<file path="config.mk">
export PLATFORM = sky130hd
export DESIGN_NAME = sram_fifo_ctrl
export DESIGN_NICKNAME = d
export VERILOG_FILES = /design/src/rtl/sram_fifo_pkg.sv /design/src/rtl/sram_fifo_obuf.sv /design/src/rtl/sram_fifo_ctrl.sv
export SDC_FILE = /design/constraint.sdc
export NUM_CORES = 1
export LEC_CHECK = 0
export CAP_MARGIN = 20
export CELL_PAD_IN_SITES_DETAIL_PLACEMENT = 1
export CELL_PAD_IN_SITES_GLOBAL_PLACEMENT = 1
export CORE_AREA = 5 5 139 141
export CTS_CLUSTER_DIAMETER = 200
export DETAILED_ROUTE_END_ITERATION = 10
export DIE_AREA = 0 0 144 146
export DONT_BUFFER_PORTS = 1
export PLACE_DENSITY = 0.78
export SYNTH_ARGS = -nofsm -noshare
export SYNTH_HDL_FRONTEND = slang
export SYNTH_HIERARCHICAL = 1
export SYNTH_SLANG_ARGS = --single-unit
</file>
<file path="constraint.sdc">
create_clock -name CLK -period 11.7 [get_ports CLK]
set_clock_uncertainty 0.05 [all_clocks]
set_input_delay 2.34 -clock CLK [delete_from_list [all_inputs] [get_ports CLK]]
set_output_delay 2.34 -clock CLK [all_outputs]
set_load 0.01 [all_outputs]
</file>
<file path="src/rtl/sram_fifo_pkg.sv">
// rtl/sram_fifo_pkg.sv - shared defaults and constants for the SRAM-backed FIFO controller
package sram_fifo_pkg;

  localparam int DW_DEF    = 64;
  localparam int AW_DEF    = 10;
  localparam int DEPTH_DEF = 1024;

  localparam logic [1:0] RTSEL_DEF = 2'b01;
  localparam logic [1:0] WTSEL_DEF = 2'b01;
  localparam logic [1:0] MTSEL_DEF = 2'b00;

  // BWEB is active-low per bit; zero on every bit means full-word writes
  localparam logic BWEB_BIT = 1'b0;

endpackage

</file>
<file path="src/rtl/sram_fifo_obuf.sv">
// rtl/sram_fifo_obuf.sv - 2-entry output buffer fed by SRAM read data, drained by a valid/ready pop
module sram_fifo_obuf #(
  parameter int DW = 64
) (
  input  logic          clk,
  input  logic          rst,
  input  logic          clr,
  input  logic          wr_valid,
  input  logic [DW-1:0] wr_data,
  output logic          rd_valid,
  input  logic          rd_ready,
  output logic [DW-1:0] rd_data,
  output logic [1:0]    count
);

  logic [DW-1:0] mem0_q, mem0_d;
  logic [DW-1:0] mem1_q, mem1_d;
  logic          head_q, head_d;
  logic          tail_q, tail_d;
  logic [1:0]    cnt_q, cnt_d;
  logic          pop;

  assign rd_valid = (cnt_q != 2'd0);
  assign rd_data  = head_q ? mem1_q : mem0_q;
  assign count    = cnt_q;
  assign pop      = rd_valid & rd_ready;

  // Writer never checks space: the controller's read credit keeps occupancy <= 2
  always_comb begin
    mem0_d = mem0_q;
    mem1_d = mem1_q;
    head_d = head_q;
    tail_d = tail_q;
    cnt_d  = cnt_q + 2'(wr_valid) - 2'(pop);
    if (wr_valid) begin
      if (tail_q) mem1_d = wr_data;
      else        mem0_d = wr_data;
      tail_d = ~tail_q;
    end
    if (pop) head_d = ~head_q;
    if (clr) begin
      head_d = 1'b0;
      tail_d = 1'b0;
      cnt_d  = 2'd0;
    end
  end

  always_ff @(posedge clk) begin
    if (rst) begin
      head_q <= 1'b0;
      tail_q <= 1'b0;
      cnt_q  <= 2'd0;
    end else begin
      head_q <= head_d;
      tail_q <= tail_d;
      cnt_q  <= cnt_d;
    end
  end

  always_ff @(posedge clk) begin
    mem0_q <= mem0_d;
    mem1_q <= mem1_d;
  end

endmodule

</file>
<file path="src/rtl/sram_fifo_ctrl.sv">
// rtl/sram_fifo_ctrl.sv - streaming FIFO controller owning a 1024x64 two-port SRAM macro
module sram_fifo_ctrl
  import sram_fifo_pkg::*;
#(
  parameter int         DW        = DW_DEF,
  parameter int         AW        = AW_DEF,
  parameter int         DEPTH     = DEPTH_DEF,
  parameter logic [1:0] RTSEL_VAL = RTSEL_DEF,
  parameter logic [1:0] WTSEL_VAL = WTSEL_DEF,
  parameter logic [1:0] MTSEL_VAL = MTSEL_DEF
) (
  input  logic          CLK,
  input  logic          RST,
  input  logic          flush,
  input  logic          in_valid,
  output logic          in_ready,
  input  logic [DW-1:0] in_data,
  output logic          out_valid,
  input  logic          out_ready,
  output logic [DW-1:0] out_data,
  output logic [AW:0]   level,
  output logic          empty,
  output logic          full,
  output logic [AW-1:0] sram_aa,
  output logic [DW-1:0] sram_d,
  output logic [DW-1:0] sram_bweb,
  output logic          sram_web,
  output logic [AW-1:0] sram_ab,
  output logic          sram_reb,
  input  logic [DW-1:0] sram_q,
  output logic [1:0]    sram_rtsel,
  output logic [1:0]    sram_wtsel,
  output logic [1:0]    sram_mtsel
);

  logic [AW-1:0] wptr_q, wptr_d;
  logic [AW-1:0] rptr_q, rptr_d;
  logic [AW:0]   cnt_q, cnt_d;
  logic          inflight_q, inflight_d;
  logic [1:0]    ob_cnt;
  logic [2:0]    occ_after_pop;
  logic          push, pop, rd;

  assign full      = (cnt_q == (AW+1)'(DEPTH));
  assign in_ready  = ~full;
  assign level     = cnt_q;
  assign empty     = (cnt_q == '0) & ~inflight_q & (ob_cnt == 2'd0);
  assign pop       = out_valid & out_ready;
  assign push      = in_valid & in_ready & ~flush & ~RST;

  // Credit counts this cycle's pop so a full-rate stream keeps one read in flight
  assign occ_after_pop = 3'(ob_cnt) + 3'(inflight_q) - 3'(pop);
  assign rd = (cnt_q != '0) & (occ_after_pop < 3'd2) & ~flush & ~RST;

  assign sram_web   = ~push;
  assign sram_aa    = wptr_q;
  assign sram_d     = in_data;
  assign sram_reb   = ~rd;
  assign sram_ab    = rptr_q;
  assign sram_bweb  = {DW{BWEB_BIT}};
  assign sram_rtsel = RTSEL_VAL;
  assign sram_wtsel = WTSEL_VAL;
  assign sram_mtsel = MTSEL_VAL;

  always_comb begin
    wptr_d     = wptr_q + AW'(push);
    rptr_d     = rptr_q + AW'(rd);
    cnt_d      = cnt_q + (AW+1)'(push) - (AW+1)'(rd);
    inflight_d = rd;
    if (flush) begin
      wptr_d     = '0;
      rptr_d     = '0;
      cnt_d      = '0;
      inflight_d = 1'b0;
    end
  end

  always_ff @(posedge CLK) begin
    if (RST) begin
      wptr_q     <= '0;
      rptr_q     <= '0;
      cnt_q      <= '0;
      inflight_q <= 1'b0;
    end else begin
      wptr_q     <= wptr_d;
      rptr_q     <= rptr_d;
      cnt_q      <= cnt_d;
      inflight_q <= inflight_d;
    end
  end

  // Q is valid during the cycle after a read issue; flush drops it
  sram_fifo_obuf #(.DW(DW)) u_obuf (
    .clk      (CLK),
    .rst      (RST),
    .clr      (flush),
    .wr_valid (inflight_q),
    .wr_data  (sram_q),
    .rd_valid (out_valid),
    .rd_ready (out_ready),
    .rd_data  (out_data),
    .count    (ob_cnt)
  );

endmodule

</file>
Word-level counts from Yosys, hierarchy flattened
Cells that the tools add are included.
- add/subtract/negate cells: 8
- order comparisons: 1
- equality and inequality tests: 1
- muxes and demuxes: 1
- bitwise logic cells: 17
- reduce and logical (&&, ||, !) cells: 7
- operators with widths (kind ; count):
    2-to-1 mux 64 bit ; 1
    adder 10 x 1 -> 10 bit ; 2
    adder 11 x 1 -> 11 bit ; 1
    equality test 11 bit, second input constant ; 1
    zero test 11 bit ; 1
    nonzero test 11 bit ; 1
    subtractor 11 x 1 -> 11 bit ; 1
    AND 1 bit ; 9
    NOT 1 bit ; 8
    AND reduction 2 bit ; 2
    adder 2 x 1 -> 3 bit ; 1
    less-than comparator 3 x 2 -> 1 bit, second input constant ; 1
    subtractor 3 x 1 -> 3 bit ; 1
    adder 2 x 1 -> 2 bit ; 1
    zero test 2 bit ; 1
    nonzero test 2 bit ; 1
    OR reduction 2 bit ; 1
    subtractor 2 x 1 -> 2 bit ; 1
- flip-flop bits (word level): 164
- logic and storage cells: 44

Logic depth before layout (Yosys ltp)
Gate-level depths: netlist of run 1.
- depth in word-level cells: 8
- depth in mapped cells: 16
- mapped depth without buffers: 16

Modules after synthesis
The synthesis of run 1 kept the hierarchy.
- modules (own cells, without submodules) (module ; times used ; cells an instance ; area each (µm²) ; sequential area each (µm²)):
    sram_fifo_obuf ; 1 ; 219 ; 4992.3 ; 3923.8
    sram_fifo_ctrl ; 1 ; 333 ; 2788.9 ; 640.6

Worst setup path after synthesis of run 1
No wires, ideal clock.
- kind: in2out
- from: in out_ready
- to: out sram_reb
- arrival: 3706 ps
- setup slack: 5604 ps
- stages: 7
- buffers on the path: 0
- path through: and2_1 -> ha_1 -> nand2b_1 -> fa_1 -> xnor2_1 -> and4_1 -> inv_1
- longest elaborated chain between the ends: 7
- ends and longest elaborated chain (item ; line ; text):
    from (decl) ; sram_fifo_ctrl.sv:19 ; input logic out_ready,
    AND 1 bit ; sram_fifo_ctrl.sv:48 ; assign pop = out_valid & out_ready;
    subtractor 3 x 1 -> 3 bit ; sram_fifo_ctrl.sv:52 ; assign occ_after_pop = 3'(ob_cnt) + 3'(inflight_q) - 3'(pop);
    less-than comparator 3 x 2 -> 1 bit ; sram_fifo_ctrl.sv:53 ; assign rd = (cnt_q != '0) & (occ_after_pop < 3'd2) & ~flush & ~RST;
    AND 1 bit (3 in a row) ; sram_fifo_ctrl.sv:53 ;
    net rd ; sram_fifo_ctrl.sv:42 ; logic push, pop, rd;
    NOT 1 bit ; sram_fifo_ctrl.sv:58 ; assign sram_reb = ~rd;
    to (decl) ; sram_fifo_ctrl.sv:29 ; output logic sram_reb,
The timed path passes the listed nets, and every way through them passes these cells.

Worst setup path in the final report of run 1
Ends and elaborated chain as after synthesis.

==> results of run 1 <==
-- how the worst max path moves through the flow --
| stage | start | end | cells after the start |
|---|---|---|---|
| global route | out_ready | sram_reb | 7 |
| detailed placement | out_ready | sram_reb | 7 |
| CTS | out_ready | sram_reb | 7 |
| global placement | out_ready | sram_reb | 7 |
| finish | out_ready | sram_reb | 7 |
| floorplan | out_ready | sram_reb | 7 |
-- stage by stage --
step                      power [uW]  worst slack, ns  hold slack (ns)  cell area (um2)  util, %
after global placement          1120             5.52            0.522             7270     40.7
after floorplan                 1100             5.60            0.477             8040        -
after CTS                       1690             5.48            0.567             7850     44.0
final                           1670             5.51            0.565             7850     44.0
after global routing            1760             5.36            0.585             7850     44.0
after detailed placement        1150             5.48            0.546             7270     40.7
-- routing by layer --
metal	share of wire (%)	wire (um)	GRT usage, %	vias up
met2	50	7580	23.0	205
met3	15	2310	8.81	24
li1	-	-	-	1624
met4	1.1	174	4.99	0
met1	34	5240	14.6	1769
met5	0	0	0	-
-- power breakdown --
group	total, uW	switching, uW	internal, uW
logic	382	222	160
registers	747	37.1	710
clock network	540	255	285
total	1670	514	1160
-- flip-flops by register name (all words and copies together), names as in the netlist --
register / flops
sram_ab: 10
u_obuf/mem0_q: 64
u_obuf/head_q: 1
u_obuf/mem1_q: 64
inflight_q: 1
u_obuf/count: 2
u_obuf/tail_q: 1
level: 11
sram_aa: 10
-- critical path, delay by kind of cell --
kind	cells	cell delay, ns
simple gates	3	0.55
buf+inv	1	0.10
xor+xnor	1	0.18
fa+ha+maj	2	0.64
-- layout make-up --
| class | instances | area share (%) |
|---|---|---|
| inverter | 22 | 1.05 |
| timing repair buffer | 3 | 0.287 |
| clock inverter | 15 | 1.96 |
| clock buffer | 17 | 5.42 |
| sequential | 164 | 58.2 |
| multi-input combinational | 290 | 29.4 |
| tap | 229 | 3.65 |
-- cell families (layout without fill, tap and decap cells) --
family,count (synthesis),in the layout,share of synthesized area (%)
other,2,70,0.0965
multiplexers,66,66,11.5
adder cells (fa/ha/maj),24,24,4.05
AO/OA/AOI/OAI,25,25,2.19
AND/OR/NAND/NOR,79,79,5.29
flip-flops,164,164,58.7
buffers and inverters,166,57,15.1
XOR/XNOR,26,26,3.10
-- synthesized netlist by cell type (8+ instances only) --
cell type / count / share of area, %
buf_4: 134 / 13
edfxtp_1: 128 / 49
mux2_4: 41 / 7.9
dfxtp_1: 36 / 9.3
nor2_1: 26 / 1.3
mux2_2: 25 / 3.6
ha_1: 22 / 3.5
inv_1: 22 / 1.1
nand3_1: 13 / 0.84
xnor2_1: 13 / 1.5
xor2_1: 12 / 1.4
and2_1: 8 / 0.64
==> reports/metrics.csv, run 1 <==
stage;metric;value;unit
status;outcome;finished, final reports clean;
critical_path;cp_max_fo;3;
critical_path;reg2reg_to;level[10];
layout;seq_area;4570;um2
timing;period_needed;6.19;ns
global_route;grt_max_degree;65;
detailed_routing;firstDrtPassIters;4;
placement;port-buffer-count;0;
floorplanning;die_y;146;um
timing;tightest_slew;1.01;ns
critical_path;start_kind;input pin;
placement;gp_congestion;0.745;
timing;setup_tns;0;ns
cts;cts_buffers;17;
layout;drive_gt1_share;21.3;%
cts;cts_setup_buffers;0;
cts;hold_buffers;0;
floorplanning;initial_core_util;43.6;%
timing;period_share;52.9;%
timing;relSlewSlack;32.4;%
layout;nNetsFinal;655;
yosys;yosysUniqueCellTypes;45;
detailed_routing;drt_wl_total;15300;um
timing;report.final.slew_viol_count;0;
global_route;track_usage;14.1;%
floorplanning;rows;49;
min_path;min_to;sram_aa[5];
floorplanning;die_w;144;um
critical_path;crit_path_end_kind;primary output;
placement;place_inst;708;
yosys;ys_seq_elements;164;
cts;clkLatencyLatePin;0.42;ns
critical_path;reg2reg_slack;7.45;ns
layout;area_growth_syn_to_layout;0.836;%
timing;hold_viol;0;
global_route;antenna_found_initial;0;
cts;cts_buffer_depth;2;
floorplanning;die-area;21000;um2
timing;rsz0062_at_grt;false;
layout;fin_cells;740;
detailed_routing;vias_per_cell;4.89;
yosys;netlist_area;7780;um2
pwr;power_leakage;0.00288;uW
cts;clock_sinks;164;
yosys;seq_area_frac_synth;58.7;%
detailed_routing;wire_per_inst;20.7;um
detailed_routing;ant_nets;0;
detailed_routing;drc;0;
cts;clkTransAtPathRegs;0.07;ns
min_path;holdPathStages;2;
placement;place_hpwl;11400;um
critical_path;cp.arrival;3.80;ns
floorplanning;ios;368;
timing;setup_viol;0;
yosys;synth_edf_count;128;
min_path;hp-start;sram_aa[5];
detailed_routing;drt_iter0_drc;153;
global_route;grt_pass1_wl;22600;um
yosys;synth-main-ff-cell;edfxtp_1;
min_path;hp-class;flop to flop;
yosys;async_flop_share;0;%
yosys;syn_avg_cell_area;14.1;um2
critical_path;ff2ff_path_depth;16;
critical_path;cp_cell_sequence;and2_1, ha_1, nand2b_1, fa_1, xnor2_1, and4_1, inv_1;
pwr;p_per_area;213;nW/um2
critical_path;rr_startpoint;u_obuf/count[1];
cts;cts_root_buf;clkbuf_16;
critical_path;crit_required;9.31;ns
global_route;grt-ovfl-total;0;
layout;n_antenna_cell;0;
timing;max_freq;0.161;GHz
cts;cts_resized;0;
floorplanning;core-area;17800;um2
layout;multi_input_area;2310;um2
critical_path;worst-setup-path-type;input pin to primary output;
layout;final_common_cell;edfxtp_1;
layout;fillers;1798;
run;cap_violations;0;
yosys;syn_inst;552;
yosys;yosysWarnings;6;
pwr;peakVddDrop;129;uV
global_route;first_global_vias;3868;
cts;cts_tree;done;
critical_path;slowest_delay;0.38;ns
critical_path;slowest_stage;fa_1;
layout;final_cell_mix;edfxtp_1 (128), conb_1 (70), mux2_4 (41);
cts;htreeDepth;4;
detailed_routing;vias;3622;
No activity file was read; power rests on OpenSTA's default activity.
==> run 2: changes to the inputs <==
- CORE_AREA: 5 5 139 141 -> not set
- CORE_MARGIN: not set -> 5
- CORE_UTILIZATION: not set -> 44
- DIE_AREA: 0 0 144 146 -> not set
- PLACE_DENSITY: 0.78 -> 0.81
- clock period: 11.7 -> 5.22 ns (I/O delays scaled with it)
==> run 2 against run 1 <==
Net effect:
- sequential share of layout area about the same
- sequential power up 120%
- clock power grew 130%
- critical path type is now flop to flop
- hold slack got worse by 0.013 ns
- largest power group unchanged
- clock-buffer cell count unchanged
- critical endpoint is now level[10]
- first-iteration DRC count down 32%
- largest cell class unchanged
- non-clock buffer count fell by 1
- die area is 2.8% lower
- routed wire length fell by 1.9%
==> reports/metrics.csv, run 2 (synthesis gave the netlist of run 1 again) <==
stage;metric;value;unit;change
critical_path;ff2ff_path_depth;16;;unchanged
timing;rsz0062_at_grt;false;;
detailed_routing;drt_wl_total;15000;um;-1.9%
layout;n_antenna_cell;0;;unchanged
critical_path;cp_common_cell;ha_1;;
global_route;track_usage;14.2;%;+0.18 points
pwr;peakVddDrop;299;uV;+130%
run;cap_violations;0;;unchanged
critical_path;rr_startpoint;u_obuf/count[1];;
floorplanning;initial_core_util;45.0;%;+1.4 points
detailed_routing;wire_per_inst;20.4;um;-1.2%
placement;place_hpwl;11100;um;-2.7%
critical_path;cp.arrival;4.48;ns;+0.68 ns
critical_path;endpoint;level[10];;
critical_path;cp_max_fo;6;;+3
layout;drive_gt1_share;20.8;%;-0.55 points
critical_path;slowest_delay;0.42;ns;+0.04 ns
cts;cts_root_buf;clkbuf_16;;
critical_path;slowest_stage;fa_1;;
detailed_routing;vias_per_cell;4.93;;+0.68%
global_route;grt-ovfl-total;0;;unchanged
floorplanning;die-area;20400;um2;-2.8%
global_route;grt_pass1_wl;22000;um;-2.5%
layout;multi_input_area;2310;um2;unchanged
layout;area_growth_syn_to_layout;0.884;%;about the same
floorplanning;rows;48;;-2.0%
layout;final_cell_mix;edfxtp_1 (128), conb_1 (70), mux2_4 (41);;
cts;cts_setup_buffers;0;;unchanged
cts;cts_resized;0;;unchanged
pwr;p_per_area;477;nW/um2;+120%
timing;relSlewSlack;24.4;%;-8.1 points
critical_path;reg2reg_to;level[10];;
detailed_routing;drt_iter0_drc;104;;-32%
global_route;grt_max_degree;67;;+3.1%
cts;cts_tree;done;;
cts;clkLatencyLatePin;0.41;ns;about the same
status;outcome;finished, final reports clean;;
critical_path;worst-setup-path-type;flop to flop;;
timing;setup_tns;0;ns;unchanged
critical_path;crit_path_end_kind;flop;;
timing;whs;0.552;ns;-0.0131 ns
timing;period_needed;4.21;ns;
timing;max_freq;0.238;GHz;
timing;period_share;80.6;%;
cts;hold_buffers;0;;unchanged
floorplanning;core-area;17300;um2;-3.1%
timing;setup_viol;0;;unchanged
critical_path;start_kind;flop;;
layout;fillers;1745;;-2.9%
detailed_routing;drc;0;;unchanged
cts;clkTransAtPathRegs;0.06;ns;about the same
layout;nNetsFinal;654;;-0.15%
floorplanning;die_w;143;um;-0.70%
timing;hold_viol;0;;unchanged
pwr;power_leakage;0.00289;uW;+0.12%
critical_path;cp_cell_sequence;or2_2, and2_1, ha_1, nand2b_1, fa_1, xnor2_1, and4_1, ha_1, inv_1, ha_1, fa_1, a211o_2, a31oi_1, nor3_1, o21ai_1, nor3b_1;;
layout;seq_area;4570;um2;unchanged
cts;htreeDepth;4;;unchanged
floorplanning;ios;368;;unchanged
cts;clock_sinks;164;;unchanged
detailed_routing;vias;3622;;unchanged
global_route;first_global_vias;3816;;-1.3%
critical_path;reg2reg_slack;1.01;ns;-6.44 ns
detailed_routing;firstDrtPassIters;4;;unchanged
critical_path;crit_path_start;u_obuf/count[1];;
timing;tightest_slew;1.13;ns;+0.121 ns
placement;gp_congestion;0.842;;+13%
cts;cts_buffers;17;;unchanged
min_path;hp-class;flop to flop;;
global_route;antenna_found_initial;1;;+1
critical_path;crit_required;5.50;ns;-3.81 ns
placement;port-buffer-count;0;;unchanged
layout;final_common_cell;edfxtp_1;;
detailed_routing;ant_nets;0;;unchanged
floorplanning;die_y;143;um;-2.1%
timing;report.final.slew_viol_count;0;;unchanged
cts;cts_buffer_depth;2;;unchanged
==> run 2: how the worst min path moves through the flow <==
| stage | start | endpoint | cells past startpoint |
|---|---|---|---|
| floorplan | u_obuf/tail_q | u_obuf/tail_q | 2 |
| global route | sram_aa[9] | sram_aa[9] | 2 |
| CTS | u_obuf/tail_q | u_obuf/tail_q | 2 |
| global placement | sram_aa[9] | sram_aa[9] | 2 |
| detailed placement | u_obuf/tail_q | u_obuf/tail_q | 2 |
| finish | sram_aa[9] | sram_aa[9] | 2 |
==> run 2: cell type report <==
class,instances,area share (%)
timing repair buffer,2,0.191
multi-input combinational,290,29.4
inverter,22,1.05
clock inverter,15,2.17
clock buffer,17,5.42
sequential,164,58.2
tap,225,3.59
==> run 2: metrics by stage <==
stage                     worst slack [ns]  cell area [um2]  utilization [%]  cells  power [uW]
after detailed placement             0.716             7250             41.9    703        2550
after floorplan                       1.03             8040                -    620        2470
after global routing                 0.755             7850             45.4    735        3960
after CTS                            0.994             7850             45.4    735        3800
after global placement               0.883             7250             41.9    703        2510
final                                 1.01             7850             45.4    735        3740
==> run 2: worst max-delay path: cells and delay by family (launching register included) <==
family | cells | cell delay (ns)
AO/OA/AOI/OAI | 3 | 0.71
AND/OR/NAND/NOR | 6 | 1.23
adder cells (fa/ha/maj) | 5 | 1.55
XOR/XNOR | 1 | 0.15
buffers and inverters | 1 | 0.04
flip-flops | 1 | 0.39
==> run 2: per-layer routing <==
metal | track usage, % | vias to the layer above | wire length [um]
li1 | - | 1626 | -
met1 | 15.5 | 1753 | 5220
met2 | 22.8 | 221 | 7390
met3 | 9.75 | 20 | 2250
met4 | 3.75 | 2 | 147
met5 | 0 | - | 20
==> run 2: power breakdown <==
part / leakage (uW) / switching, uW / internal (uW)
Clock: 0.000293 / 514 / 717
Sequential: 0.00146 / 88.9 / 1590
Combinational: 0.00114 / 473 / 358
Total: 0.00289 / 1080 / 2670
